**config.mk**
```make
export PLATFORM = sky130hd
export DESIGN_NAME = fetchbuffer
export DESIGN_NICKNAME = d
export VERILOG_FILES = /design/src/rtl/fetchbuffer.sv
export SDC_FILE = /design/constraint.sdc
export NUM_CORES = 1
export LEC_CHECK = 0
export BUFFER_PORTS_ARGS = -buffer_cell sky130_fd_sc_hd__buf_4
export CAP_MARGIN = 25
export CORE_MARGIN = 3
export CORE_UTILIZATION = 45
export DETAILED_ROUTE_END_ITERATION = 10
export PLACE_DENSITY = 0.68
export SYNTH_ARGS = -nofsm -noshare
export SYNTH_HDL_FRONTEND = slang
export SYNTH_SLANG_ARGS = --single-unit
```
**constraint.sdc**
```tcl
create_clock -name clock -period 3.7 [get_ports clock]
set_clock_uncertainty 0.05 [all_clocks]
set_input_delay 0.37 -clock clock [delete_from_list [all_inputs] [get_ports clock]]
set_output_delay 0.37 -clock clock [all_outputs]
set_load 0.02 [all_outputs]
```
**src/rtl/fetchbuffer.sv**
```systemverilog
// Halfword prefetch buffer between the fetch stage and instruction memory.
// Optional FETCHBUFFER_BYPASS_EN forwards an imem response straight to the fetch side when the buffer is empty.

package fetchbuffer_pkg;

  typedef struct packed {
    logic        mem_valid;
    logic        mem_fence;
    logic        mem_spec;
    logic        mem_instr;
    logic [1:0]  mem_mode;
    logic [31:0] mem_addr;
    logic [31:0] mem_wdata;
    logic [3:0]  mem_wstrb;
  } mem_in_type;

  typedef struct packed {
    logic        mem_ready;
    logic        mem_error;
    logic [31:0] mem_rdata;
  } mem_out_type;

endpackage

module fetchbuffer
  import fetchbuffer_pkg::*;
#(
  parameter int unsigned DEPTH = 8
) (
  input  logic        reset,
  input  logic        clock,
  input  mem_in_type  fetchbuffer_in,
  output mem_out_type fetchbuffer_out,
  output mem_in_type  imem_in,
  input  mem_out_type imem_out
);

  localparam int unsigned PTR_W = $clog2(DEPTH);
  localparam int unsigned CNT_W = PTR_W + 1;

  logic [15:0]      data_q [DEPTH];
  logic             err_q  [DEPTH];
  logic [PTR_W-1:0] rd_ptr_q;
  logic [PTR_W-1:0] wr_ptr_q;
  logic [CNT_W-1:0] count_q;
  logic [31:0]      tag_q;
  logic             tag_valid_q;
  logic             outstanding_q;
  logic             drop_q;
  logic             skip_low_q;
  logic [31:0]      fetch_addr_q;

  logic             hit_tag;
  logic             redirect;
  logic             rsp_in;
  logic             rsp_accept;
  logic [1:0]       inc_n;
  logic [15:0]      inc_hw0;
  logic [15:0]      inc_hw1;
  logic             inc_err;
  logic [15:0]      h0;
  logic [15:0]      h1;
  logic             e0;
  logic             e1;
  logic [CNT_W-1:0] avail;
  logic             bypass;
  logic             is32;
  logic [1:0]       need;
  logic             fire;
  logic             fire_err;
  logic [1:0]       pop_fifo;
  logic [1:0]       push_n;
  logic [15:0]      push_hw0;
  logic [15:0]      push_hw1;
  logic [CNT_W-1:0] free;
  logic             req_issue;
  logic [31:0]      req_addr;
  logic [PTR_W-1:0] rd_nxt;
  logic [PTR_W-1:0] wr_nxt;
  logic             unused_in;

  assign rd_nxt = rd_ptr_q + PTR_W'(1);
  assign wr_nxt = wr_ptr_q + PTR_W'(1);
  assign unused_in = &{1'b0, fetchbuffer_in.mem_instr, fetchbuffer_in.mem_wdata,
                       fetchbuffer_in.mem_wstrb};

  // Hit/redirect decode, incoming-halfword selection, pop/push sizing and both response ports
  always_comb begin
    hit_tag    = fetchbuffer_in.mem_valid & ~fetchbuffer_in.mem_spec & ~fetchbuffer_in.mem_fence
               & tag_valid_q & (fetchbuffer_in.mem_addr == tag_q);
    redirect   = fetchbuffer_in.mem_valid & ~hit_tag;
    rsp_in     = outstanding_q & (imem_out.mem_ready | imem_out.mem_error);
    rsp_accept = rsp_in & ~drop_q & ~redirect;
    inc_err    = imem_out.mem_error;
    inc_n      = 2'd0;
    inc_hw0    = 16'h0;
    inc_hw1    = 16'h0;
    // Error data is never trusted; a zeroed halfword decodes as a 16-bit slot
    if (rsp_accept) begin
      if (skip_low_q) begin
        inc_n   = 2'd1;
        inc_hw0 = inc_err ? 16'h0 : imem_out.mem_rdata[31:16];
      end else begin
        inc_n   = 2'd2;
        inc_hw0 = inc_err ? 16'h0 : imem_out.mem_rdata[15:0];
        inc_hw1 = inc_err ? 16'h0 : imem_out.mem_rdata[31:16];
      end
    end

    h0     = data_q[rd_ptr_q];
    h1     = data_q[rd_nxt];
    e0     = err_q[rd_ptr_q];
    e1     = err_q[rd_nxt];
    avail  = count_q;
    bypass = 1'b0;
`ifdef FETCHBUFFER_BYPASS_EN
    if ((count_q == '0) && rsp_accept) begin
      bypass = 1'b1;
      h0     = inc_hw0;
      h1     = inc_hw1;
      e0     = inc_err;
      e1     = inc_err;
      avail  = CNT_W'(inc_n);
    end
`endif

    is32     = (h0[1:0] == 2'b11);
    need     = is32 ? 2'd2 : 2'd1;
    fire     = hit_tag & (avail >= CNT_W'(need));
    fire_err = e0 | (is32 & e1);

    pop_fifo = 2'd0;
    push_n   = inc_n;
    push_hw0 = inc_hw0;
    push_hw1 = inc_hw1;
    // A bypassed response only leaves its unconsumed halfwords behind
    if (fire) begin
      if (bypass) begin
        push_n = inc_n - need;
        if (need == 2'd1) push_hw0 = inc_hw1;
      end else begin
        pop_fifo = need;
      end
    end

    free      = CNT_W'(DEPTH) - count_q;
    req_issue = ~outstanding_q & (redirect | (free >= CNT_W'(2)));
    req_addr  = redirect ? {fetchbuffer_in.mem_addr[31:2], 2'b00} : fetch_addr_q;

    fetchbuffer_out = '0;
    if (fire) begin
      if (fire_err) begin
        fetchbuffer_out.mem_error = 1'b1;
      end else begin
        fetchbuffer_out.mem_ready = 1'b1;
        fetchbuffer_out.mem_rdata = is32 ? {h1, h0} : {16'h0, h0};
      end
    end

    imem_in           = '0;
    imem_in.mem_valid = req_issue;
    imem_in.mem_addr  = req_addr;
    imem_in.mem_instr = 1'b1;
    imem_in.mem_mode  = fetchbuffer_in.mem_mode;

    if (!reset) begin
      fetchbuffer_out = '0;
      imem_in         = '0;
    end
  end

  // Control state: pointers, count, tag, fetch address, outstanding/drop tracking
  always_ff @(posedge clock or negedge reset) begin
    if (!reset) begin
      rd_ptr_q      <= '0;
      wr_ptr_q      <= '0;
      count_q       <= '0;
      tag_q         <= '0;
      tag_valid_q   <= 1'b0;
      outstanding_q <= 1'b0;
      drop_q        <= 1'b0;
      skip_low_q    <= 1'b0;
      fetch_addr_q  <= '0;
    end else begin
      if (redirect) begin
        rd_ptr_q     <= '0;
        wr_ptr_q     <= '0;
        count_q      <= '0;
        tag_q        <= fetchbuffer_in.mem_addr;
        tag_valid_q  <= 1'b1;
        fetch_addr_q <= {fetchbuffer_in.mem_addr[31:2], 2'b00};
        skip_low_q   <= fetchbuffer_in.mem_addr[1];
      end else begin
        rd_ptr_q <= rd_ptr_q + PTR_W'(pop_fifo);
        wr_ptr_q <= wr_ptr_q + PTR_W'(push_n);
        count_q  <= count_q - CNT_W'(pop_fifo) + CNT_W'(push_n);
        if (fire) tag_q <= tag_q + 32'({need, 1'b0});
        if (rsp_accept) begin
          fetch_addr_q <= fetch_addr_q + 32'd4;
          skip_low_q   <= 1'b0;
        end
      end

      if (req_issue)   outstanding_q <= 1'b1;
      else if (rsp_in) outstanding_q <= 1'b0;

      // A response arriving in the redirect cycle is discarded directly
      if (redirect)    drop_q <= outstanding_q & ~rsp_in;
      else if (rsp_in) drop_q <= 1'b0;
    end
  end

  // Halfword storage
  always_ff @(posedge clock) begin
    if (reset && !redirect && (push_n != 2'd0)) begin
      data_q[wr_ptr_q] <= push_hw0;
      err_q[wr_ptr_q]  <= inc_err;
      if (push_n == 2'd2) begin
        data_q[wr_nxt] <= push_hw1;
        err_q[wr_nxt]  <= inc_err;
      end
    end
  end

endmodule

```
---- Yosys cells after proc, flatten, opt, wreduce, memory -nomap -nowiden ----
Memories as Yosys holds them, arrays and structs flattened.
Cells that the tools add are included.
storage, ports and cells
  register bits after elaboration ......... 78
  bits in latches ......................... 0
  RAM bits ................................ 136
  ROM bits ................................ 0
  input port bits ......................... 110
  output and inout bits ................... 108
  word-level logic and storage cells ...... 90
  memories kept ........................... 2
memory list
  name    words  width  rd ports  clocked after Yosys merged registers in  wr ports  line  source
  data_q  8      16     2         0                                        2         41    logic [15:0] data_q [DEPTH];
  err_q   8      1      2         0                                        2         42    logic err_q [DEPTH];
cells by class
  add/sub/neg operators ................... 9
  $mul .................................... 0
  divide/modulo/power cells ............... 0
  magnitude comparators ................... 2
  equality and inequality tests ........... 3
  shifts and indexed selects .............. 0
  multiplexer cells ....................... 35
  bitwise operators ....................... 22
  reductions and logical operators ........ 8
operator list
  cell                                                                number
  2-to-1 mux 32 bit                                                   7
  2-to-1 mux 16 bit                                                   6
  2-to-1 mux 74 bit                                                   1
  2-to-1 mux 34 bit                                                   2
  adder 32 x 3 -> 32 bit                                              1
  adder 32 x 3 -> 32 bit (second input constant)                      1
  == test 32 bit                                                      1
  AND 1 bit                                                           12
  2-to-1 mux 1 bit                                                    12
  nonzero test 2 bit                                                  5
  2-to-1 mux 2 bit                                                    4
  inverter 1 bit                                                      7
  adder 3 x 1 -> 3 bit (second input constant)                        2
  adder 3 x 2 -> 3 bit                                                2
  2-to-1 mux 3 bit                                                    2
  adder 4 x 2 -> 4 bit                                                1
  == test 2 bit (second input constant)                               2
  greater-or-equal comparator 4 x 2 -> 1 bit                          1
  greater-or-equal comparator 4 x 2 -> 1 bit (second input constant)  1
  2-to-1 mux 4 bit                                                    1
  subtractor 4 x 2 -> 4 bit                                           1
  subtractor 4 bit (first input constant)                             1
  OR 1 bit                                                            3
  logical AND 1 bit                                                   2
  zero test 1 bit                                                     1

---- Logic depth before layout (Yosys ltp) ----
Gate-level depths: netlist of the first run.
  word-level depth ........................ 14
  gate-level depth with buffers ........... 18
  mapped depth without buffers ............ 17

---- Worst setup path before layout of the first run ----
No wires, ideal clock.
  kind .................................... flip-flop to flip-flop
  start point ............................. register rd_ptr_q[0]
  end point ............................... register tag_q[25]
  setup time .............................. 131 ps
  arrival ................................. 3547 ps
  required time ........................... 3519 ps
  path slack .............................. -28 ps
  cell stages (with the launch flop) ...... 16
  buffers on the path ..................... 2
  clock period less this slack ............ 3728 ps
  cells stage by stage .................... dfrtp_1 > buf_6 > mux4_1 > nand3_2 > o21ai_4 > inv_1 > ha_1 > inv_1 > fa_1 > and4b_1 > or4b_1 > or2_1 > clkbuf_1 > nor3_2 > mux2_2 > o211ai_1
between the ends
  longest elaborated chain between the ends .. 6
  elaborated cells between the ends (all ways) .. 9
  classes of those cells .................. add/sub (1); order compare (1); eq/ne (1); mux (3); bitwise (1); reduce/logical (1); memory (1)
RTL lines
  item                                                                                         line      source
  from (decl)                                                                                  43        logic [PTR_W-1:0] rd_ptr_q;
  from (signal assigned)                                                                       194       rd_ptr_q <= rd_ptr_q + PTR_W'(pop_fifo);
  memory read (8 x 16 bit) (*)                                                                 n/a
  == test 2 bit (*)                                                                            127       is32 = (h0[1:0] == 2'b11);
  2-to-1 mux 2 bit (*)                                                                         128       need = is32 ? 2'd2 : 2'd1;
  adder 32 x 3 -> 32 bit / greater-or-equal comparator 4 x 2 -> 1 bit (equally long branches)  197, 129
  2-to-1 mux 32 bit / AND 1 bit (equally long branches)                                        197, 129
  2-to-1 mux 32 bit / nonzero test 2 bit (equally long branches)                               n/a
  to (signal assigned)                                                                         189       tag_q <= fetchbuffer_in.mem_addr;
  to (signal assigned)                                                                         197       if (fire) tag_q <= tag_q + 32'({need, 1'b0});
  to (decl)                                                                                    46        logic [31:0] tag_q;
Every way passes the cells marked *; elsewhere a longest branch is shown, timed or not. The select of a mux whose other input is x is not followed.
A chain may end at the register's enable or synchronous reset.

==> metrics.cfg, run 1 <==
[min_path]
hp-class=in2async

[logic_synthesis]
synth_area_per_cell_um2=11.0
ys_ff_latch=212
synth_top_area_share_pct=29.8
synthXorXnorAreaFrac_pct=4.34
synth_cell_type_count=74
synth_compound_area_share_pct=13.5
yosysTopAreaCell=edfxtp_1
synth.area.top_cells=edfxtp_1 30%, dfrtp_1 14%, mux4_2 11%, o22ai_1 5.8%, nand2_1 3.7%
synthMuxAreaShare_pct=14.4
yosysWarnings=0
synthFlopType=edfxtp_1
synth_top_family_by_area=simple AND/OR/NAND/NOR gates
synth_fa_ha_area_share_pct=2.28
synth_area_um2=13700
synthArstFlopShare_pct=35.8
synth-edff-count=136
syn_inst=1244
yosys.area_share.simple_pct=14.9
ys_seq_area_share_pct=43.6

[cts]
cts_tree=yes
cts-root-buf=clkbuf_16
cts_inserted_buffers=25
clock_sinks=212
max-clock-path-buffers=3
cts_max_level=1
clkLatencyLatePin_ns=0.53
cts.reportedPaths.clkPinSlew_ns=0.06

[floorplanning]
initial_core_util_pct=45.9
fp.dieW_um=181
core_um2=29900
die_area_um2=32600
die_y_um=181
rows=63
io_pins=218

[place]
hpwl_mm=28.6
dp.cells=1753
pre_cts_ws_ns=-0.122
gp_routability_congestion=0.882
port-buffer-count=140

[worst_setup_path]
crit_chain=mux4_2 -> nand2_2 -> o21ai_4 -> inv_2 -> buf_6 -> ha_4 -> nand2b_4 -> a21oi_2 -> o21ai_2 -> buf_4 -> and2_4 -> nand4_4 -> buf_12 -> a21oi_4 -> buf_6
crit_path_end_kind=primary output
cp_common_cell=buf_6
cp_data_required_time_ns=3.28
slowest_delay_ns=0.53
path_delay_family=buffers and inverters
reg2reg_from=rd_ptr_q[0]
startpoint=rd_ptr_q[0]
path_max_fanout=7
critPathArrivalTime_ns=3.41
path_buf_inv=5
reg2reg_depth=16
cpMaxStageDelayCell=dfrtp_4
r2r-end=tag_q[15]
cp_num_cells=15
reg2reg_slack_ns=-0.03
critPathCapture=fetchbuffer_out[31]
timing.critical_path.from_type=flop
worstSetupPathType=reg2out

[sta]
finalHoldViolations=0
setup_ws_ns=-0.130
slew_headroom_pct=31.3
worst_pin_slew_ns=1.03
period_share_pct=104
finalSetupTns_ns=-2.32
timing.fmax_mhz=261
slew_viol_final=0
rsz0062_at_grt=true
setup_viol=35
layout_min_cycle_time_ns=3.83

[status]
violations=setup timing
outcome=finished with violations

[global_routing]
antenna_found_initial=2
grt_start_max_net_pins=90
overflow=0
grt_pass1_vias=11200
grt_pass1_wl_mm=64.8
grt.total_usage_pct=25.2

[layout]
register_area_um2=5990
drive_above_1_share_pct=31.6
instances_no_fill=1823
area_delta_synth_final_pct=22.6
layout.nets=1545
fill_cells=2511
multi_input_area_um2=7290

[route]
wl_mm=43.0
drc=0
ant_nets=0
initialDrtViolationCount=1204
dr.pass1.iters=6
vias_per_cell=6.18
wl_per_cell_um=23.6
vias=11300

[power]
ir_drop_mv=0.295
p_leak_nw=6.28
p_per_area_nw_per_um2=385

[flow_run]
maxCapViolations=0

## synth_stat cells, types with 6 or more instances
| library cell | n |
|---|---|
| a21oi_2 | 10 |
| xor2_1 | 26 |
| and2_1 | 11 |
| xnor2_1 | 42 |
| dfrtp_1 | 76 |
| edfxtp_1 | 136 |
| clkbuf_1 | 28 |
| nand3_1 | 30 |
| buf_4 | 45 |
| nand4_1 | 21 |
| nand4b_2 | 15 |
| a21boi_0 | 30 |
| nand2b_1 | 21 |
| and3_1 | 9 |
| mux4_2 | 67 |
| buf_1 | 24 |
| a21o_1 | 9 |
| o21ai_0 | 34 |
| o211ai_1 | 20 |
| mux2i_1 | 39 |
| nor2_1 | 54 |
| ha_1 | 17 |
| buf_2 | 38 |
| nand2_1 | 136 |
| or3_1 | 15 |
| nor3_1 | 15 |
| a21oi_1 | 11 |
| o21ai_1 | 8 |
| a31o_2 | 6 |
| inv_1 | 45 |
| o22ai_1 | 128 |
## cells in the final DEF (no fill, tap or decap), types with 10 or more instances in the layout
master,n
nor2_1,37
a21oi_2,10
xnor2_1,42
nor2_2,10
conb_1,40
nand2b_1,20
nand4b_2,15
nor3_1,10
nand3_1,28
mux2i_1,39
ha_1,13
buf_4,194
buf_12,11
o21ai_0,32
nand4_1,21
dfrtp_1,75
o211ai_1,20
edfxtp_1,136
and2_1,10
xor2_1,26
o22ai_1,128
nand2_1,134
inv_1,40
buf_6,26
clkbuf_16,26
mux4_2,68
or3_1,15
a21boi_0,29
## kinds of logic (layout without fill, tap and decap cells)
kind of cell               count (synthesis)  in the layout
other                                      1             41
xor gates and xnor gates                  68             68
DFF                                      212            212
adders and majority gates                 22             22
and+or+nand+nor                          367            369
AOI/OAI and AO/OA                        277            277
buffers and inverters                    186            333
muxes                                    111            111
## final cells by class
cell class	instances	area share, %
Inverter	46	1.03
Antenna cell	1	0.0149
Sequential cell	212	35.6
Clock inverter	13	0.387
Timing Repair Buffer	241	12.7
Multi-Input combinational cell	887	43.4
Tap cell	390	2.90
Clock buffer	33	3.96
## metrics by stage
step	hold WS [ns]	power, mW	utilization, %	area (um2)
after global placement	0.282	4.06	51.5	15400
after detailed placement	0.282	4.10	51.6	15400
after global routing	0.0536	6.71	56.3	16800
final	0.0233	6.47	56.3	16800
after floorplan	0.0244	3.64	-	13900
after CTS	0.0129	6.42	55.2	16500
## worst min path at each step
stage	start	endpoint	slack, ns	cells past startpoint
2_1_floorplan	reset	avail[0]	0.02	0
3_3_place_gp	reset	fetch_addr_q[15]	0.28	1
3_5_place_dp	reset	fetch_addr_q[15]	0.28	1
4_1_cts	reset	tag_q[29]	0.01	2
5_1_grt	reset	tag_q[31]	0.05	2
6_report	reset	tag_q[31]	0.02	2
## registers in the layout (all words and copies together), names as in the netlist
signal	flops
skip_low_q	1
fetch_addr_q	30
outstanding_q	1
avail	4
rd_ptr_q	3
err_q	8
drop_q	1
tag_valid_q	1
tag_q	32
wr_ptr_q	3
data_q	128
## what timing repair did
| item | CTS | global route |
|---|---|---|
| cloned | 2 | 1 |
| setup endpoints to repair | 46 | 48 |
| pin swaps | 25 | 21 |
| hold endpoints to repair | 21 | 0 |
| resized for setup | 48 | 53 |
| setup buffers | 11 | 2 |
| hold buffers | 3 | 0 |
## power by group
group | internal, mW | switching (mW)
registers | 2.67 | 0.142
logic | 0.589 | 0.813
clock network | 1.26 | 0.988
## per-layer routing
metal  routed length [um]  up-vias  GRT usage, %
met1                16100     5514          32.6
met4                 1820        4          9.67
met2                21100      633          42.3
li1                     -     4972             -
met3                 3920      141          4.76
met5                   17        -             0
(Power assumes the default switching activity.)
==> inputs of run 2 (changes only) <==
--- a/config.mk
+++ b/config.mk
@@ -7,10 +7,12 @@
 export LEC_CHECK = 0
 export BUFFER_PORTS_ARGS = -buffer_cell sky130_fd_sc_hd__buf_4
 export CAP_MARGIN = 25
+export CORE_ASPECT_RATIO = 0.8
 export CORE_MARGIN = 3
 export CORE_UTILIZATION = 45
 export DETAILED_ROUTE_END_ITERATION = 10
 export PLACE_DENSITY = 0.68
+export SKIP_LAST_GASP = 1
 export SYNTH_ARGS = -nofsm -noshare
 export SYNTH_HDL_FRONTEND = slang
 export SYNTH_SLANG_ARGS = --single-unit
==> metrics.cfg, run 2 (synthesis results as in run 1) <==
[sta]
finalSetupTns_ns=-1.04
rsz0062_at_grt=true
setup_viol=27
hold_slack_ns=0.0102
period_share_pct=103
slew_viol_final=0
timing.fmax_mhz=263
worst_pin_slew_ns=1.16
slew_headroom_pct=22.4
finalHoldViolations=0
setup_ws_ns=-0.103
layout_min_cycle_time_ns=3.80

[power]
ir_drop_mv=0.355
power_mw=6.59
p_per_area_nw_per_um2=397
p_leak_nw=6.19

[route]
ant_nets=0
initialDrtViolationCount=1497
dr.pass1.iters=5
drc=0
wl_mm=43.7
vias=11300
vias_per_cell=6.20
wl_per_cell_um=24.0

[layout]
largest-register=data_q
largest_reg_flops=128
layout.nets=1531
final_common_cell=buf_4
final_util_pct=56.1
drive_above_1_share_pct=30.3
area_delta_synth_final_pct=21.2
largestRegisters=data_q x128, tag_q x32, fetch_addr_q x30
instances_no_fill=1824
mostFrequentLayoutCells=200 x buf_4, 136 x edfxtp_1, 135 x nand2_1

[worst_setup_path]
crit_path_end_kind=primary output
slowest_delay_ns=0.53
reg2reg_slack_ns=0.05
path_max_fanout=6
timing.critical_path.from_type=flop
path_buf_inv=4
path_delay_family=simple AND/OR/NAND/NOR gates
worstSetupPathType=reg2out
reg2reg_from=rd_ptr_q[0]
cp_common_cell=buf_4
reg2reg_depth=14
cp_data_required_time_ns=3.28
critPathArrivalTime_ns=3.38
cpMaxStageDelayCell=dfrtp_4
crit_chain=mux4_2 -> nand2_2 -> o21ai_4 -> inv_4 -> ha_4 -> nand2b_4 -> a21oi_2 -> o21ai_2 -> buf_4 -> and2_4 -> buf_4 -> nand3_4 -> nor2_2 -> buf_4
r2r-end=tag_q[31]

[cts]
clkLatencyLatePin_ns=0.53
cts_tree=yes
cts.reportedPaths.clkPinSlew_ns=0.07
cts_max_level=1
cts_inserted_buffers=24
clock_sinks=212
max-clock-path-buffers=3
cts-root-buf=clkbuf_16

[place]
hpwl_mm=29.6
dp.cells=1766
gp_routability_congestion=0.873
port-buffer-count=140

[status]
violations=setup timing
outcome=finished with violations

[global_routing]
grt_pass1_vias=11000
overflow=0
antenna_found_initial=0
grt_start_max_net_pins=90
grt_pass1_wl_mm=65.7
grt.total_usage_pct=25.8

[floorplanning]
die_area_um2=32600
fp.dieW_um=201
rows=56
die_y_um=162
initial_core_util_pct=46.3
io_pins=218
core_um2=29600

[min_path]
hold_depth=3
min_to=tag_q[0]
hp-start=fetchbuffer_in[36]
hp-class=in2reg

[flow_run]
maxCapViolations=0

run 2: metal layers:
layer | GRT usage, % | up-vias | share of wire (%)
li1 | - | 4940 | -
met1 | 37.5 | 5522 | 41
met2 | 40.1 | 750 | 44
met3 | 5.39 | 88 | 13
met4 | 6.37 | 0 | 2.4
met5 | 0 | - | 0
run 2: final cells by class:
type	count	area [um2]
inverters	46	175
clock inverters	7	86.3
multi-input cells	887	7230
flip-flops and latches	212	5990
diodes	1	2.50
fillers	2509	13000
well taps	406	508
clock buffers	37	711
repair buffers	228	1910
run 2: worst min-delay path, cell delays in order:
cell and delay [ns]:
buf_4 0.09, nand2_1 0.04, nand2_1 0.05
run 2: worst max path at each step:
stage	startpoint	to	slack, ns	cells past startpoint
floorplan	rd_ptr_q[0]	tag_q[25]	0.02	15
global placement	rd_ptr_q[0]	tag_q[25]	-0.09	13
detailed placement	rd_ptr_q[0]	tag_q[25]	-0.18	13
CTS	rd_ptr_q[0]	fetchbuffer_out[28]	-0.14	14
global route	rd_ptr_q[0]	fetchbuffer_out[14]	-0.19	14
finish	rd_ptr_q[0]	fetchbuffer_out[14]	-0.10	14
run 2: stage by stage:
stage / setup WS (ns) / cell area, um2
after floorplan: 0.0236 / 13900
after global placement: -0.0906 / 15400
after detailed placement: -0.179 / 15400
after CTS: -0.137 / 16400
after global routing: -0.188 / 16600
final: -0.103 / 16600
run 2: where the power goes:
| group | switching [mW] | internal, mW | leakage [nW] |
|---|---|---|---|
| combinational | 0.816 | 0.538 | 3.65 |
| sequential | 0.136 | 2.67 | 2.16 |
| clock | 0.971 | 1.46 | 0.388 |
| total | 1.92 | 4.67 | 6.19 |
run 2: repair_timing:
item | 4_1_cts | 5_1_grt
hold buffers | 1 | 0
buffers inserted | 4 | 7
cloned | 2 | 0
hold endpoints to repair | 13 | 0
resized for setup | 43 | 36
setup endpoints to repair | 44 | 64
pin swaps | 8 | 7
